## src/rtl/multi_latch_bank_pkg.sv

```systemverilog
// Shared definitions for the multi-entry latch bank: operation encodings and
// small decode helpers used by the bank top and its entries.
package multi_latch_bank_pkg;

  localparam logic [1:0] OP_NOP  = 2'b00;
  localparam logic [1:0] OP_LOAD = 2'b01;
  localparam logic [1:0] OP_INC  = 2'b10;
  localparam logic [1:0] OP_CLR  = 2'b11;

  // Only INC samples a new wrap flag; every other op leaves carry alone.
  function automatic logic op_updates_carry(input logic [1:0] op);
    return (op == OP_INC);
  endfunction

endpackage

```

## src/rtl/multi_latch_bank_if.sv

```systemverilog
// Bus bundle between a datapath controller (master) and the latch bank (slave).
interface multi_latch_bank_if #(
  parameter int WIDTH = 12,
  parameter int DEPTH = 4,
  parameter int NOUT  = 2
);
  localparam int AW = $clog2(DEPTH);

  logic [WIDTH-1:0]      in;
  logic                  hold;
  logic [1:0]            op;
  logic [AW-1:0]         wsel;
  logic [NOUT*AW-1:0]    rsel;
  logic [NOUT-1:0]       oe;
  logic [NOUT*WIDTH-1:0] out;
  logic [DEPTH-1:0]      valid;
  logic                  carry;

  modport master (
    output in, hold, op, wsel, rsel, oe,
    input  out, valid, carry
  );

  modport slave (
    input  in, hold, op, wsel, rsel, oe,
    output out, valid, carry
  );

endinterface

```

## src/rtl/multi_latch_bank_latch_entry.sv

```systemverilog
// One bank entry: a WIDTH-bit register with LOAD/INC/CLR handling, a valid bit,
// and an all-ones flag the bank uses to form its INC wrap carry.
module latch_entry
  import multi_latch_bank_pkg::*;
#(
  parameter int WIDTH = 12
) (
  input  logic             clk,
  input  logic             rst_n,
  input  logic             sel,
  input  logic [1:0]       op,
  input  logic [WIDTH-1:0] load_data,
  output logic [WIDTH-1:0] value,
  output logic             valid,
  output logic             all_ones
);

  logic [WIDTH-1:0] value_q;
  logic [WIDTH-1:0] value_d;
  logic             valid_q;
  logic             valid_d;

  // Next-state decode; an unselected entry never changes.
  always_comb begin
    value_d = value_q;
    valid_d = valid_q;
    if (sel) begin
      case (op)
        OP_LOAD: begin
          value_d = load_data;
          valid_d = 1'b1;
        end
        OP_INC: begin
          value_d = value_q + {{(WIDTH-1){1'b0}}, 1'b1};
          valid_d = 1'b1;
        end
        OP_CLR: begin
          value_d = {WIDTH{1'b0}};
          valid_d = 1'b0;
        end
        default: begin
          value_d = value_q;
          valid_d = valid_q;
        end
      endcase
    end else begin
      value_d = value_q;
      valid_d = valid_q;
    end
  end

  // Entry state registers.
  always_ff @(posedge clk or negedge rst_n) begin
    if (!rst_n) begin
      value_q <= {WIDTH{1'b0}};
      valid_q <= 1'b0;
    end else begin
      value_q <= value_d;
      valid_q <= valid_d;
    end
  end

  assign value    = value_q;
  assign valid    = valid_q;
  assign all_ones = &value_q;

endmodule

```

## src/rtl/multi_latch_bank.sv

```systemverilog
// Bank of DEPTH latch entries fed from a shared input hold stage, with NOUT
// independently addressed read ports that drive zero when not enabled.
module multi_latch_bank
  import multi_latch_bank_pkg::*;
#(
  parameter int WIDTH = 12,
  parameter int DEPTH = 4,
  parameter int NOUT  = 2,
  localparam int AW   = $clog2(DEPTH)
) (
  input logic              CLK,
  input logic              RESET_N,
  multi_latch_bank_if.slave bus
);

  logic [WIDTH-1:0]      holdreg_q;
  logic [WIDTH-1:0]      holdreg_d;
  logic                  carry_q;
  logic                  carry_d;
  logic [WIDTH-1:0]      entry_value_s [DEPTH];
  logic [DEPTH-1:0]      entry_valid_s;
  logic [DEPTH-1:0]      entry_all_ones_s;
  logic [NOUT*WIDTH-1:0] out_s;

  // Hold stage captures every cycle unless frozen.
  always_comb begin
    if (bus.hold) begin
      holdreg_d = holdreg_q;
    end else begin
      holdreg_d = bus.in;
    end
  end

  // Carry samples the target entry's wrap condition on INC only.
  always_comb begin
    if (op_updates_carry(bus.op)) begin
      carry_d = entry_all_ones_s[bus.wsel];
    end else begin
      carry_d = carry_q;
    end
  end

  // Hold stage and carry registers.
  always_ff @(posedge CLK or negedge RESET_N) begin
    if (!RESET_N) begin
      holdreg_q <= {WIDTH{1'b0}};
      carry_q   <= 1'b0;
    end else begin
      holdreg_q <= holdreg_d;
      carry_q   <= carry_d;
    end
  end

  // Entries load the pre-edge holdreg, so in -> entry takes two edges.
  for (genvar e = 0; e < DEPTH; e++) begin : g_entry
    latch_entry #(
      .WIDTH (WIDTH)
    ) u_entry (
      .clk       (CLK),
      .rst_n     (RESET_N),
      .sel       (bus.wsel == AW'(e)),
      .op        (bus.op),
      .load_data (holdreg_q),
      .value     (entry_value_s[e]),
      .valid     (entry_valid_s[e]),
      .all_ones  (entry_all_ones_s[e])
    );
  end

  // Read ports see stored state only, so a same-cycle write is not bypassed.
  always_comb begin
    out_s = {(NOUT*WIDTH){1'b0}};
    for (int k = 0; k < NOUT; k++) begin
      if (bus.oe[k]) begin
        out_s[k*WIDTH +: WIDTH] = entry_value_s[bus.rsel[k*AW +: AW]];
      end else begin
        out_s[k*WIDTH +: WIDTH] = {WIDTH{1'b0}};
      end
    end
  end

  assign bus.out   = out_s;
  assign bus.valid = entry_valid_s;
  assign bus.carry = carry_q;

endmodule
```

## src/flat_wrapper.sv

```systemverilog
// flat-port wrapper written by rule: the top's interface ports become plain ports
module multi_latch_bank_flat import multi_latch_bank_pkg::*;
#(
  parameter int WIDTH = 12,
  parameter int DEPTH = 4,
  parameter int NOUT  = 2,
  localparam int AW   = $clog2(DEPTH)
)
  (CLK, RESET_N, bus_in, bus_hold, bus_op, bus_wsel, bus_rsel, bus_oe, bus_out, bus_valid, bus_carry);
  multi_latch_bank_if #(.WIDTH(WIDTH), .DEPTH(DEPTH), .NOUT(NOUT)) bus_i ();
  input logic CLK;
  input logic RESET_N;
  input wire logic [$bits(bus_i.in)-1:0] bus_in;
  input wire logic [$bits(bus_i.hold)-1:0] bus_hold;
  input wire logic [$bits(bus_i.op)-1:0] bus_op;
  input wire logic [$bits(bus_i.wsel)-1:0] bus_wsel;
  input wire logic [$bits(bus_i.rsel)-1:0] bus_rsel;
  input wire logic [$bits(bus_i.oe)-1:0] bus_oe;
  output wire logic [$bits(bus_i.out)-1:0] bus_out;
  output wire logic [$bits(bus_i.valid)-1:0] bus_valid;
  output wire logic [$bits(bus_i.carry)-1:0] bus_carry;
  assign bus_i.in = bus_in;
  assign bus_i.hold = bus_hold;
  assign bus_i.op = bus_op;
  assign bus_i.wsel = bus_wsel;
  assign bus_i.rsel = bus_rsel;
  assign bus_i.oe = bus_oe;
  assign bus_out = bus_i.out;
  assign bus_valid = bus_i.valid;
  assign bus_carry = bus_i.carry;
  multi_latch_bank #(.WIDTH(WIDTH), .DEPTH(DEPTH), .NOUT(NOUT)) u_core (.CLK(CLK), .RESET_N(RESET_N), .bus(bus_i));
endmodule
```

## config.mk

```make
export PLATFORM = sky130hd
export DESIGN_NAME = multi_latch_bank_flat
export DESIGN_NICKNAME = d
export VERILOG_FILES = /design/src/rtl/multi_latch_bank_pkg.sv /design/src/rtl/multi_latch_bank_if.sv /design/src/rtl/multi_latch_bank_latch_entry.sv /design/src/rtl/multi_latch_bank.sv /design/src/flat_wrapper.sv
export SDC_FILE = /design/constraint.sdc
export NUM_CORES = 1
export LEC_CHECK = 0
export BUFFER_PORTS_ARGS = -buffer_cell sky130_fd_sc_hd__buf_2
export CORE_MARGIN = 2
export CORE_UTILIZATION = 59
export DETAILED_ROUTE_END_ITERATION = 12
export PLACE_DENSITY = 0.81
export SLEW_MARGIN = 20
export SYNTH_ARGS = -nofsm -noshare
export SYNTH_HDL_FRONTEND = slang
export SYNTH_SLANG_ARGS = --single-unit
```

## constraint.sdc

```tcl
create_clock -name CLK -period 1.9 [get_ports CLK]
set_input_delay 0.38 -clock CLK [delete_from_list [all_inputs] [get_ports CLK]]
set_output_delay 0.38 -clock CLK [all_outputs]
set_load 0.05 [all_outputs]
```

==> impl_metrics.yaml <==
clock_network:
  numClockSinks: 65
  worst_skew_pair.late_latency_ps: 350
  clock_tree.buffer_depth: 2
  cts.htree.levels: 3
  clk_transition_reported_paths_ps: 80
  cell_chosen_for_the_clock_root: "sky130_fd_sc_hd__clkbuf_8"
  cts-buffers-inserted: 9
  tritoncts: "built"
  hold_buffers: 0
floorplan:
  floorplan.io_pins: 54
  initial_core_util_pct: 61.15
  std_cell_rows: 31
  die_width_um: 90.94
  dieArea_mm2: 0.008269
  core_area_mm2: 0.007292
  dieHeight_um: 90.94
synth:
  syn_area_per_cell_um2: 9.611
  synth.area.top_cells: "sky130_fd_sc_hd__dfrtp_1 36%, sky130_fd_sc_hd__mux4_2 11%, sky130_fd_sc_hd__o21ai_0 5.4%, sky130_fd_sc_hd__and2_1 3.6%, sky130_fd_sc_hd__mux2_2 3.0%"
  asr_flop_ratio_synth_pct: 100.0
  syn_inst_count: 464
  number_of_register_bits_inferred_by_synthesis: 65
  library_cells_used_by_synthesis: 53
  synth_largest_type_area_fraction_pct: 36.48
  synth-main-ff-cell: "sky130_fd_sc_hd__dfrtp_1"
  synth-seq-area-share_pct: 36.48
  yosysTopAreaCell: "sky130_fd_sc_hd__dfrtp_1"
  yosys_warnings: 0
  synth_edf_count: 0
  syn-num-nets: 493
  synth.cell_area_mm2: 0.004459
route:
  detail_route.wirelength_mm: 14.62
  ant_nets: 0
  drt_pass1_iterations: 6
  vias: 4601
  wl_per_cell_um: 21.95
  drcViolationCount: 0
  via_per_inst: 6.908
  drt_first_iter_violations: 615
power_and_ir_drop:
  seqPwrFrac_pct: 37.5
  power.ir.vdd_worst_uv: 513.3
  power.density_mw_per_mm2: 890.9
  net-switching-power_mw: 1.934
  power.share.combinational_pct: 40.4
  pwr-share-clk_pct: 22.0
  power.internal_mw: 3.148
  sw_share_pct: 38.05
  total_leakage_power_nw: 2.367
worst_setup_path:
  crit_fanout: 3
  timing.critical_path.to_type: "output port"
  critPathKind: "reg -> out"
  required_ps: 1520
  crit_path_start_kind: "flip-flop"
  timing.critical_path.arrival_ps: 1610
global_route:
  pin_count_of_the_biggest_net_entering_global_routing: 61
  grt_antenna_before_repair: 0
  grt_overflow: 0
  number_of_global_route_vias_before_repair: 4618
  grt_util_all_layers_pct: 36.15
  grt_pass1_wl_mm: 23.37
timing:
  max_freq_mhz: 501.9
  timing.setup.tns_ps: -1306
  timing.final.crit_share_pct: 104.9
  timing_hold_violations_final: 0
  skew_ps: 9.132
  maxSlewHeadroom_pct: 57.61
  slew_of_the_pin_with_the_lowest_slew_margin_ps: 635.9
  holdWs_ps: 52.19
  grt_setup_unrepaired: "yes"
  finalWorstPathRequiredPeriod_ps: 1993
  maxSlewViolCount: 0
  fin_ws_ps: -92.55
  timing.final.setup_violations: 24
hold_path:
  hp-class: "in -> async"
place:
  gp_routability_congestion: 0.8673
  placed_cell_area_mm2: 0.004910
  placement.setup.worst_slack_ps: -47.36
  detailedPlacementHpwl_mm: 9.389
  io_buffer_count: 53
layout:
  fin_area_mm2: 0.005704
  nNetsFinal: 591
  insertedDiodeCount: 0
  area_growth_from_synthesis_to_final_layout_pct: 27.92
  layout_cell_share_with_drive_strength_beyond_1_pct: 43.56
status:
  run_status: "finished, violations left"
  failed_checks: "negative setup slack"
flow_run:
  drv.max_cap_violation_count: 0
-- path summary, 6_finish.rpt --
check                                              startpoint                                  to  slack [ps]  cells after the start
hold reg to reg               u_core.g_entry[3].u_entry.valid     u_core.g_entry[3].u_entry.valid         500                      1
hold / removal                                        RESET_N  u_core.g_entry[3].u_entry.value[2]          50                      1
setup / recovery           u_core.g_entry[3].u_entry.value[1]                         bus_out[13]         -90                      3
max in group asynchronous                             RESET_N  u_core.g_entry[1].u_entry.value[6]        1280                      2
min in group CLK                                    bus_in[6]                 u_core.holdreg_q[6]         260                      2
setup reg to reg           u_core.g_entry[3].u_entry.value[0]  u_core.g_entry[3].u_entry.value[7]         100                      6
-- layer usage --
| layer | part of all wire (%) | GRT usage, % | wire length, µm |
|---|---|---|---|
| met1 | 35 | 44.16 | 5131 |
| met2 | 48 | 58.95 | 6957 |
| met3 | 11 | 7.967 | 1676 |
| met4 | 5.9 | 21.21 | 856 |
| met5 | 0 | 0 | 0 |
-- critical path, stage by stage, from the launching register on --
cell and delay [ps]:
sky130_fd_sc_hd__dfrtp_1 430, sky130_fd_sc_hd__mux4_2 510, sky130_fd_sc_hd__and2_4 180, sky130_fd_sc_hd__buf_6 140
-- cells in the final DEF, fill, tap and decap left out, types with 12 or more instances in the layout --
cell type	count
sky130_fd_sc_hd__buf_6	24
sky130_fd_sc_hd__and2_4	24
sky130_fd_sc_hd__mux4_2	24
sky130_fd_sc_hd__buf_2	29
sky130_fd_sc_hd__nand3_1	15
sky130_fd_sc_hd__dfrtp_2	33
sky130_fd_sc_hd__o21ai_0	48
sky130_fd_sc_hd__nor2_1	30
sky130_fd_sc_hd__nand2_1	31
sky130_fd_sc_hd__dfrtp_1	32
sky130_fd_sc_hd__buf_4	66
sky130_fd_sc_hd__a31oi_1	14
sky130_fd_sc_hd__a21oi_1	19
sky130_fd_sc_hd__mux2_2	12
-- final cells by class --
cell class	count	area, µm²
multi-input combinational	350	2649
clock inverter	5	40.04
clock buffer	11	151.4
timing repair buffer	125	1031
inverter	11	41.29
fill	488	1588
sequential	65	1668
tap	99	123.9
-- state kept, by name, summed over array words and instances (netlist names) --
signal                        count
u_core.bus.carry                  1
u_core.holdreg_q                 12
u_core.g_entry.u_entry.value     48
u_core.g_entry.u_entry.valid      4
-- stage by stage --
| stage | total power, mW | std cells | util, % |
|---|---|---|---|
| global placement | 3.311 | 604 | 67.33 |
| floorplan | 2.936 | 464 | - |
| global route | 5.272 | 666 | 78.23 |
| detailed placement | 3.394 | 604 | 67.33 |
| CTS | 4.953 | 662 | 77.63 |
| finish | 5.082 | 666 | 78.23 |
-- cell families after synthesis --
| logic type | synth area share [%] |
|---|---|
| fa+ha+maj | 1.122 |
| simple gates | 19.05 |
| flops | 36.48 |
| buf+inv | 5.668 |
| compound gates | 21.91 |
| mux | 15.77 |
-- repair_timing --
action,4_1_cts,5_1_grt
endpoints found under the setup margin,24,26
resized for setup,107,3
setup buffers,42,4
-- Yosys cell counts (2+ instances only) --
master / n
sky130_fd_sc_hd__a21boi_0: 3
sky130_fd_sc_hd__and3_1: 6
sky130_fd_sc_hd__a22o_1: 9
sky130_fd_sc_hd__o31a_1: 9
sky130_fd_sc_hd__or3_1: 3
sky130_fd_sc_hd__nand2_1: 31
sky130_fd_sc_hd__buf_4: 4
sky130_fd_sc_hd__nand2b_1: 10
sky130_fd_sc_hd__o21ai_0: 48
sky130_fd_sc_hd__o2bb2ai_1: 8
sky130_fd_sc_hd__buf_2: 13
sky130_fd_sc_hd__nor4_1: 3
sky130_fd_sc_hd__mux2_2: 12
sky130_fd_sc_hd__o211ai_1: 10
sky130_fd_sc_hd__o22ai_1: 3
sky130_fd_sc_hd__o31ai_1: 6
sky130_fd_sc_hd__a31oi_1: 14
sky130_fd_sc_hd__buf_1: 2
sky130_fd_sc_hd__mux4_2: 22
sky130_fd_sc_hd__nor2_1: 30
sky130_fd_sc_hd__ha_1: 4
sky130_fd_sc_hd__nand3_1: 15
sky130_fd_sc_hd__mux4_1: 2
sky130_fd_sc_hd__and2_1: 26
sky130_fd_sc_hd__a21oi_1: 19
sky130_fd_sc_hd__o41ai_1: 5
sky130_fd_sc_hd__clkbuf_8: 3
sky130_fd_sc_hd__inv_1: 11
sky130_fd_sc_hd__clkbuf_1: 15
sky130_fd_sc_hd__a41oi_1: 3
sky130_fd_sc_hd__a21o_1: 3
sky130_fd_sc_hd__mux2i_1: 2
sky130_fd_sc_hd__nor2b_1: 7
sky130_fd_sc_hd__dfrtp_1: 65
sky130_fd_sc_hd__nor3_1: 10
sky130_fd_sc_hd__nand4_1: 8
sky130_fd_sc_hd__o21a_1: 4
-- power groups by stage --
stage / Combinational (mW) / Clock, mW / Sequential [mW]
CTS: 1.95 / 1.13 / 1.87
floorplan: 1.07 / 0 / 1.87
global placement: 1.34 / 0 / 1.97
global route: 2.16 / 1.19 / 1.91
detailed placement: 1.39 / 0 / 2.00
finish: 2.05 / 1.12 / 1.91
(Power assumes the default switching activity.)
